### src/rtl/ga_loader_pkg.sv
// Shared types and LFSR tap table for the GA initial-population loader.
package ga_loader_pkg;

  typedef enum logic [1:0] {
    MODE_EXT     = 2'b00,
    MODE_LFSR    = 2'b01,
    MODE_SEED    = 2'b10,
    MODE_ILLEGAL = 2'b11
  } load_mode_t;

  typedef enum logic [1:0] {
    ST_IDLE  = 2'd0,
    ST_FETCH = 2'd1,
    ST_WRITE = 2'd2,
    ST_DONE  = 2'd3
  } loader_state_t;

  // Right-shifting Galois toggle masks giving maximal-length sequences.
  function automatic logic [31:0] lfsr_taps(input int width);
    case (width)
      8:       lfsr_taps = 32'h0000_00B8;
      9:       lfsr_taps = 32'h0000_0110;
      10:      lfsr_taps = 32'h0000_0240;
      11:      lfsr_taps = 32'h0000_0500;
      12:      lfsr_taps = 32'h0000_0E08;
      13:      lfsr_taps = 32'h0000_1C80;
      14:      lfsr_taps = 32'h0000_3802;
      15:      lfsr_taps = 32'h0000_6000;
      16:      lfsr_taps = 32'h0000_B400;
      17:      lfsr_taps = 32'h0001_2000;
      18:      lfsr_taps = 32'h0002_0400;
      19:      lfsr_taps = 32'h0007_2000;
      20:      lfsr_taps = 32'h0009_0000;
      21:      lfsr_taps = 32'h0014_0000;
      22:      lfsr_taps = 32'h0030_0000;
      23:      lfsr_taps = 32'h0042_0000;
      24:      lfsr_taps = 32'h00E1_0000;
      25:      lfsr_taps = 32'h0120_0000;
      26:      lfsr_taps = 32'h0200_0023;
      27:      lfsr_taps = 32'h0400_0013;
      28:      lfsr_taps = 32'h0900_0000;
      29:      lfsr_taps = 32'h1400_0000;
      30:      lfsr_taps = 32'h2000_0029;
      31:      lfsr_taps = 32'h4800_0000;
      32:      lfsr_taps = 32'h8020_0003;
      default: lfsr_taps = 32'h0000_00B8;
    endcase
  endfunction

endpackage

### src/rtl/ga_loader_lfsr.sv
// Galois LFSR that steps only when its value is consumed.
module ga_loader_lfsr #(
  parameter int                 WIDTH = 16,
  parameter logic [WIDTH-1:0]   SEED  = WIDTH'(16'hACE1),
  parameter logic [WIDTH-1:0]   TAPS  = WIDTH'(16'hB400)
) (
  input  logic             clk,
  input  logic             rst,
  input  logic             advance,
  output logic [WIDTH-1:0] value
);

  // Shift right; when the bit falling out is 1, fold the tap mask back in.
  always_ff @(posedge clk or negedge rst) begin
    if (!rst) begin
      value <= SEED;
    end else if (advance) begin
      value <= value[0] ? ((value >> 1) ^ TAPS) : (value >> 1);
    end
  end

endmodule

### src/rtl/ga_pop_loader.sv
// Initial-population loader: external stream, LFSR fill or seed-table pick,
// written one chromosome at a time through an acknowledged write port.
module ga_pop_loader
  import ga_loader_pkg::*;
#(
  parameter int          CHROMOSOME_WIDTH = 16,
  parameter int          POPULATION_MAX   = 100,
  parameter int          ADDR_WIDTH       = $clog2(POPULATION_MAX),
  parameter int          SEED_DEPTH       = 8,
  parameter logic [31:0] LFSR_SEED        = 32'hACE1
) (
  input  logic                          clk,
  input  logic                          rst,
  input  logic                          start,
  input  logic                          abort,
  input  logic [1:0]                    mode,
  input  logic [ADDR_WIDTH:0]           population_size,
  input  logic                          seed_wr_en,
  input  logic [$clog2(SEED_DEPTH)-1:0] seed_wr_addr,
  input  logic [CHROMOSOME_WIDTH-1:0]   seed_wr_data,
  input  logic                          in_valid,
  input  logic [CHROMOSOME_WIDTH-1:0]   in_data,
  output logic                          in_ready,
  output logic                          wr_en,
  output logic [ADDR_WIDTH-1:0]         wr_addr,
  output logic [CHROMOSOME_WIDTH-1:0]   wr_data,
  input  logic                          wr_ack,
  output logic                          busy,
  output logic                          done,
  output logic                          error,
  output logic                          aborted,
  output logic [ADDR_WIDTH:0]           loaded_count
);

  localparam int SEED_AW = $clog2(SEED_DEPTH);
  localparam logic [31:0] TAPS_32 = lfsr_taps(CHROMOSOME_WIDTH);
  localparam logic [CHROMOSOME_WIDTH-1:0] TAPS = TAPS_32[CHROMOSOME_WIDTH-1:0];
  localparam logic [CHROMOSOME_WIDTH-1:0] SEED = LFSR_SEED[CHROMOSOME_WIDTH-1:0];
  localparam logic [ADDR_WIDTH:0] SIZE_MAX = (ADDR_WIDTH+1)'(POPULATION_MAX);

  localparam logic [1:0] S_IDLE  = ST_IDLE;
  localparam logic [1:0] S_FETCH = ST_FETCH;
  localparam logic [1:0] S_WRITE = ST_WRITE;
  localparam logic [1:0] S_DONE  = ST_DONE;

  logic [1:0]                  state;
  load_mode_t                  mode_q;
  logic [ADDR_WIDTH:0]         size_q;
  logic [CHROMOSOME_WIDTH-1:0] data_q;
  logic [CHROMOSOME_WIDTH-1:0] seed_table [SEED_DEPTH];
  logic [CHROMOSOME_WIDTH-1:0] lfsr_value;
  logic [ADDR_WIDTH:0]         next_count;
  logic                        advance;
  logic                        bad_start;

  // The random sources consume the LFSR once per fetch; abort cancels the fetch.
  assign advance    = (state == S_FETCH) && !abort &&
                      ((mode_q == MODE_LFSR) || (mode_q == MODE_SEED));
  assign bad_start  = (population_size == '0) || (population_size > SIZE_MAX) ||
                      (mode == MODE_ILLEGAL);
  assign next_count = loaded_count + 1'b1;

  // Abort gates in_ready so a beat is never handshaken on the cycle it is dropped.
  assign in_ready = (state == S_FETCH) && (mode_q == MODE_EXT) && !abort;
  assign wr_en    = (state == S_WRITE);
  assign wr_addr  = loaded_count[ADDR_WIDTH-1:0];
  assign wr_data  = data_q;
  assign busy     = (state != S_IDLE);
  assign done     = (state == S_DONE);

  ga_loader_lfsr #(
    .WIDTH (CHROMOSOME_WIDTH),
    .SEED  (SEED),
    .TAPS  (TAPS)
  ) u_lfsr (
    .clk     (clk),
    .rst     (rst),
    .advance (advance),
    .value   (lfsr_value)
  );

  // Seed table is programmable only while idle so a load sees a frozen table.
  always_ff @(posedge clk or negedge rst) begin
    if (!rst) begin
      for (int i = 0; i < SEED_DEPTH; i++) seed_table[i] <= '0;
    end else if ((state == S_IDLE) && seed_wr_en) begin
      seed_table[seed_wr_addr] <= seed_wr_data;
    end
  end

  // Load sequencer; abort overrides everything, including a same-cycle wr_ack.
  always_ff @(posedge clk or negedge rst) begin
    if (!rst) begin
      state        <= S_IDLE;
      mode_q       <= MODE_EXT;
      size_q       <= '0;
      data_q       <= '0;
      loaded_count <= '0;
      error        <= 1'b0;
      aborted      <= 1'b0;
    end else begin
      error   <= 1'b0;
      aborted <= 1'b0;
      if ((state != S_IDLE) && abort) begin
        state   <= S_IDLE;
        aborted <= 1'b1;
      end else begin
        case (state)
          S_IDLE: begin
            if (start) begin
              mode_q       <= load_mode_t'(mode);
              size_q       <= population_size;
              loaded_count <= '0;
              if (bad_start) error <= 1'b1;
              else           state <= S_FETCH;
            end
          end
          S_FETCH: begin
            case (mode_q)
              MODE_EXT: begin
                if (in_valid) begin
                  data_q <= in_data;
                  state  <= S_WRITE;
                end
              end
              MODE_LFSR: begin
                data_q <= lfsr_value;
                state  <= S_WRITE;
              end
              MODE_SEED: begin
                data_q <= seed_table[lfsr_value[SEED_AW-1:0]];
                state  <= S_WRITE;
              end
              default: state <= S_IDLE;
            endcase
          end
          S_WRITE: begin
            if (wr_ack) begin
              loaded_count <= next_count;
              state        <= (next_count == size_q) ? S_DONE : S_FETCH;
            end
          end
          S_DONE: state <= S_IDLE;
          default: state <= S_IDLE;
        endcase
      end
    end
  end

endmodule

### config.mk
export PLATFORM = sky130hd
export DESIGN_NAME = ga_pop_loader
export DESIGN_NICKNAME = d
export VERILOG_FILES = /design/src/rtl/ga_loader_pkg.sv /design/src/rtl/ga_loader_lfsr.sv /design/src/rtl/ga_pop_loader.sv
export SDC_FILE = /design/constraint.sdc
export NUM_CORES = 1
export LEC_CHECK = 0
export ABC_AREA = 1
export CAP_MARGIN = 20
export CORE_MARGIN = 4
export CORE_UTILIZATION = 57
export DETAILED_ROUTE_END_ITERATION = 12
export PLACE_DENSITY = 0.87
export SYNTH_ARGS = -nofsm -noshare
export SYNTH_HDL_FRONTEND = slang
export SYNTH_HIERARCHICAL = 1
export SYNTH_SLANG_ARGS = --single-unit
### constraint.sdc
create_clock -name clk -period 2.6 [get_ports clk]
set_clock_uncertainty 0.15 [all_clocks]
set_input_delay 0.26 -clock clk [delete_from_list [all_inputs] [get_ports clk]]
set_output_delay 0.26 -clock clk [all_outputs]
set_load 0.1 [all_outputs]
==> flow_metrics.tcl <==
set metrics [dict create \
    use_met3_pct 7.37 \
    wl_mm 22.8 \
    detail_route.wl_per_cell_um 16.8 \
    cts_root_buffer "clkbuf_16" \
    area_growth_pct 18.2 \
    crit_fanout 21 \
    die_w_um 132 \
    hold_viol 0 \
    ys_warn_count 6 \
    worst-endpoint-arrival_ns 2.31 \
    numClockSinks 182 \
    dpl-instance-area_um2 9670 \
    synthCells 1095 \
    drive_gt1_share_pct 11.2 \
    grt_pass1_wl_mm 38.1 \
    via_per_inst 5.79 \
    ys_types 30 \
    drt-initial-drc-count 905 \
    vias 7858 \
    initial_core_util_pct 59.2 \
    antenna_found_initial 0 \
    final_common_cell "nand2_1" \
    min_path_type "input port to asynchronous set/reset pin" \
    vdd_drop_max_v 0.000674 \
    setup_viol_count_final 0 \
    finalSetupTns_ns 0 \
    grt_max_degree 65 \
    rsz0062_at_grt "no" \
    grt_use_total_pct 27.0 \
    async_flop_share_pct 100 \
    ctsLongestPathBuffers 2 \
    diodes 0 \
    syn_avg_cell_area_um2 7.98 \
    p_int_mw 7.39 \
    pwr-share-clk_pct 21.9 \
    ios 89 \
    ys_seq_area_share_pct 52.3 \
    drc_errors 0 \
    syn_nets 1152 \
    core.rowCount 44 \
    p_leak_nw 4.88 \
    cts_max_level 4 \
    met1_usage_pct 37.0 \
    cts_tree "done" \
    design_area_um2 10300 \
    clk_pin_slew_ns 0.07 \
    dp.final_hpwl_mm 14.7 \
    globalplace.congestion 0.869 \
    cts-resized-gates 0 \
    portBuffers 88 \
    cp-start-kind "flip-flop" \
    syn_area_um2 8730 \
    final_cell_mix "nand2_1, o21ai_0, dfrtp_1" \
    cts_made_buffers 17 \
    final_cells 1357 \
    synth-edff-count 0 \
    numPlacedInstances 1324 \
    firstDrtPassIters 5 \
    relSlewSlack_pct 59.5 \
    synth_seq_cells 182 \
    crit_type "flip-flop to flip-flop" \
    fp.coreArea_um2 14800 \
    min_period_ns 2.12 \
    max-cap-violations 0 \
    slew_viol_final 0 \
    final.period_utilization_pct 81.5 \
    grtUsageMet2_pct 42.9 \
    worst_pin_slew_ns 0.607 \
    power_frac_comb_pct 40.5 \
    status "finished clean" \
    p_switching_mw 5.56 \
    postRouteAntennaNets 0 \
    clock_latency_ns 0.45 \
    nNetsFinal 1217 \
    grt_overflow 0 \
    busiest_layer "met2" \
    die_h_um 132 \
    grt_pass1_vias 7589 \
    switching_share_pct 42.9 \
    cellPowerDensity_nw_per_um2 1250 \
    worstPathRequired_ns 2.79 \
    synthFlopType "dfrtp_1" \
    fmax_mhz 472 \
    dieArea_um2 17400 \
    seq_power_share_pct 37.6 \
    cp-end-kind "flip-flop" \
]
==> sequential cells by signal, indices dropped and copies added (netlist names) <==
signal,flops
loaded_count,8
u_lfsr/value,16
mode_q,2
size_q,8
error,1
state,2
seed_table,128
aborted,1
wr_data,16
==> critical path: stages (launching register included) <==
cell	delay, ns
dfstp_2	0.61
inv_1	0.27
buf_12	0.25
o21ai_0	0.18
o22ai_1	0.14
nor2_1	0.19
o21ai_1	0.11
nand2_1	0.07
nand2_1	0.04
==> metal layers <==
metal | wire [µm] | vias to the layer above
li1 | - | 3680
met1 | 9730 | 3769
met2 | 10900 | 368
met3 | 1910 | 41
met4 | 348 | 0
met5 | 0 | -
==> path summary, 6_finish.rpt <==
check | slack, ns | endpoint | startpoint | cells after the start
worst max-delay path | 0.48 | wr_data[11] | u_lfsr/value[0] | 8
worst min register to register | 0.33 | seed_table[29] | seed_table[29] | 2
worst max register to register | 0.48 | wr_data[11] | u_lfsr/value[0] | 8
min in group clk | 0.26 | size_q[7] | population_size[7] | 3
max in group asynchronous | 1.33 | seed_table[25] | rst | 3
worst min-delay path | 0.21 | loaded_count[2] | rst | 2
==> logic make-up after synthesis <==
| kind of cell | after synthesis | share of synthesized area, % |
|---|---|---|
| xor gates and xnor gates | 1 | 0.100 |
| DFF | 182 | 52.3 |
| and+or+nand+nor | 437 | 20.1 |
| AOI/OAI and AO/OA | 317 | 19.0 |
| buffers and inverters | 153 | 7.87 |
| adders and majority gates | 5 | 0.716 |
==> synthesized netlist by cell type, types with 4 or more instances <==
cell type  instances  area share [%]
clkbuf_1          37             1.6
o21ai_0          237              14
dfstp_2            8             2.4
o22ai_1           15             1.1
buf_6              7            0.90
dfrtp_1          174              50
buf_2             11            0.63
nor2_1           138             5.9
nand4_1            7            0.50
nand2_1          255              11
ha_1               5            0.72
buf_4             11            0.95
nand3_1           23             1.3
nand2_2            4            0.29
a21oi_2           13             1.3
a21oi_1           37             2.1
inv_1             81             3.5
o21ai_1           14            0.80
==> stage by stage <==
stage               power, mW  hold WS (ns)  utilization (%)  setup slack [ns]
floorplan                8.52        -0.186                -             0.195
global route             13.8         0.250             70.0             0.319
global placement         9.83         0.125             65.5             0.574
finish                   12.9         0.207             70.0             0.480
detailed placement       10.0         0.126             65.5             0.535
CTS                      12.9         0.229             70.0             0.505
==> repair_timing <==
action                    CTS  global route
hold buffers                1             0
buffers inserted            0             0
hold endpoints to repair   60             0
==> power by group through the flow <==
stage                     clock [mW]  sequential (mW)  combinational (mW)
after floorplan                    0             5.56                2.96
after global placement             0             4.82                5.02
after detailed placement           0             4.86                5.14
after CTS                       2.85             4.83                5.21
after global routing            2.98             5.00                5.79
final                           2.83             4.87                5.24
==> layout make-up <==
type,count,area [µm²]
Sequential cell,182,4560
Fill cell,1099,4430
Multi-Input combinational cell,760,3480
Timing Repair Buffer,114,1070
Clock buffer,20,457
Inverter,85,324
Tap cell,184,230
Clock inverter,12,188
(Power assumes the default switching activity.)
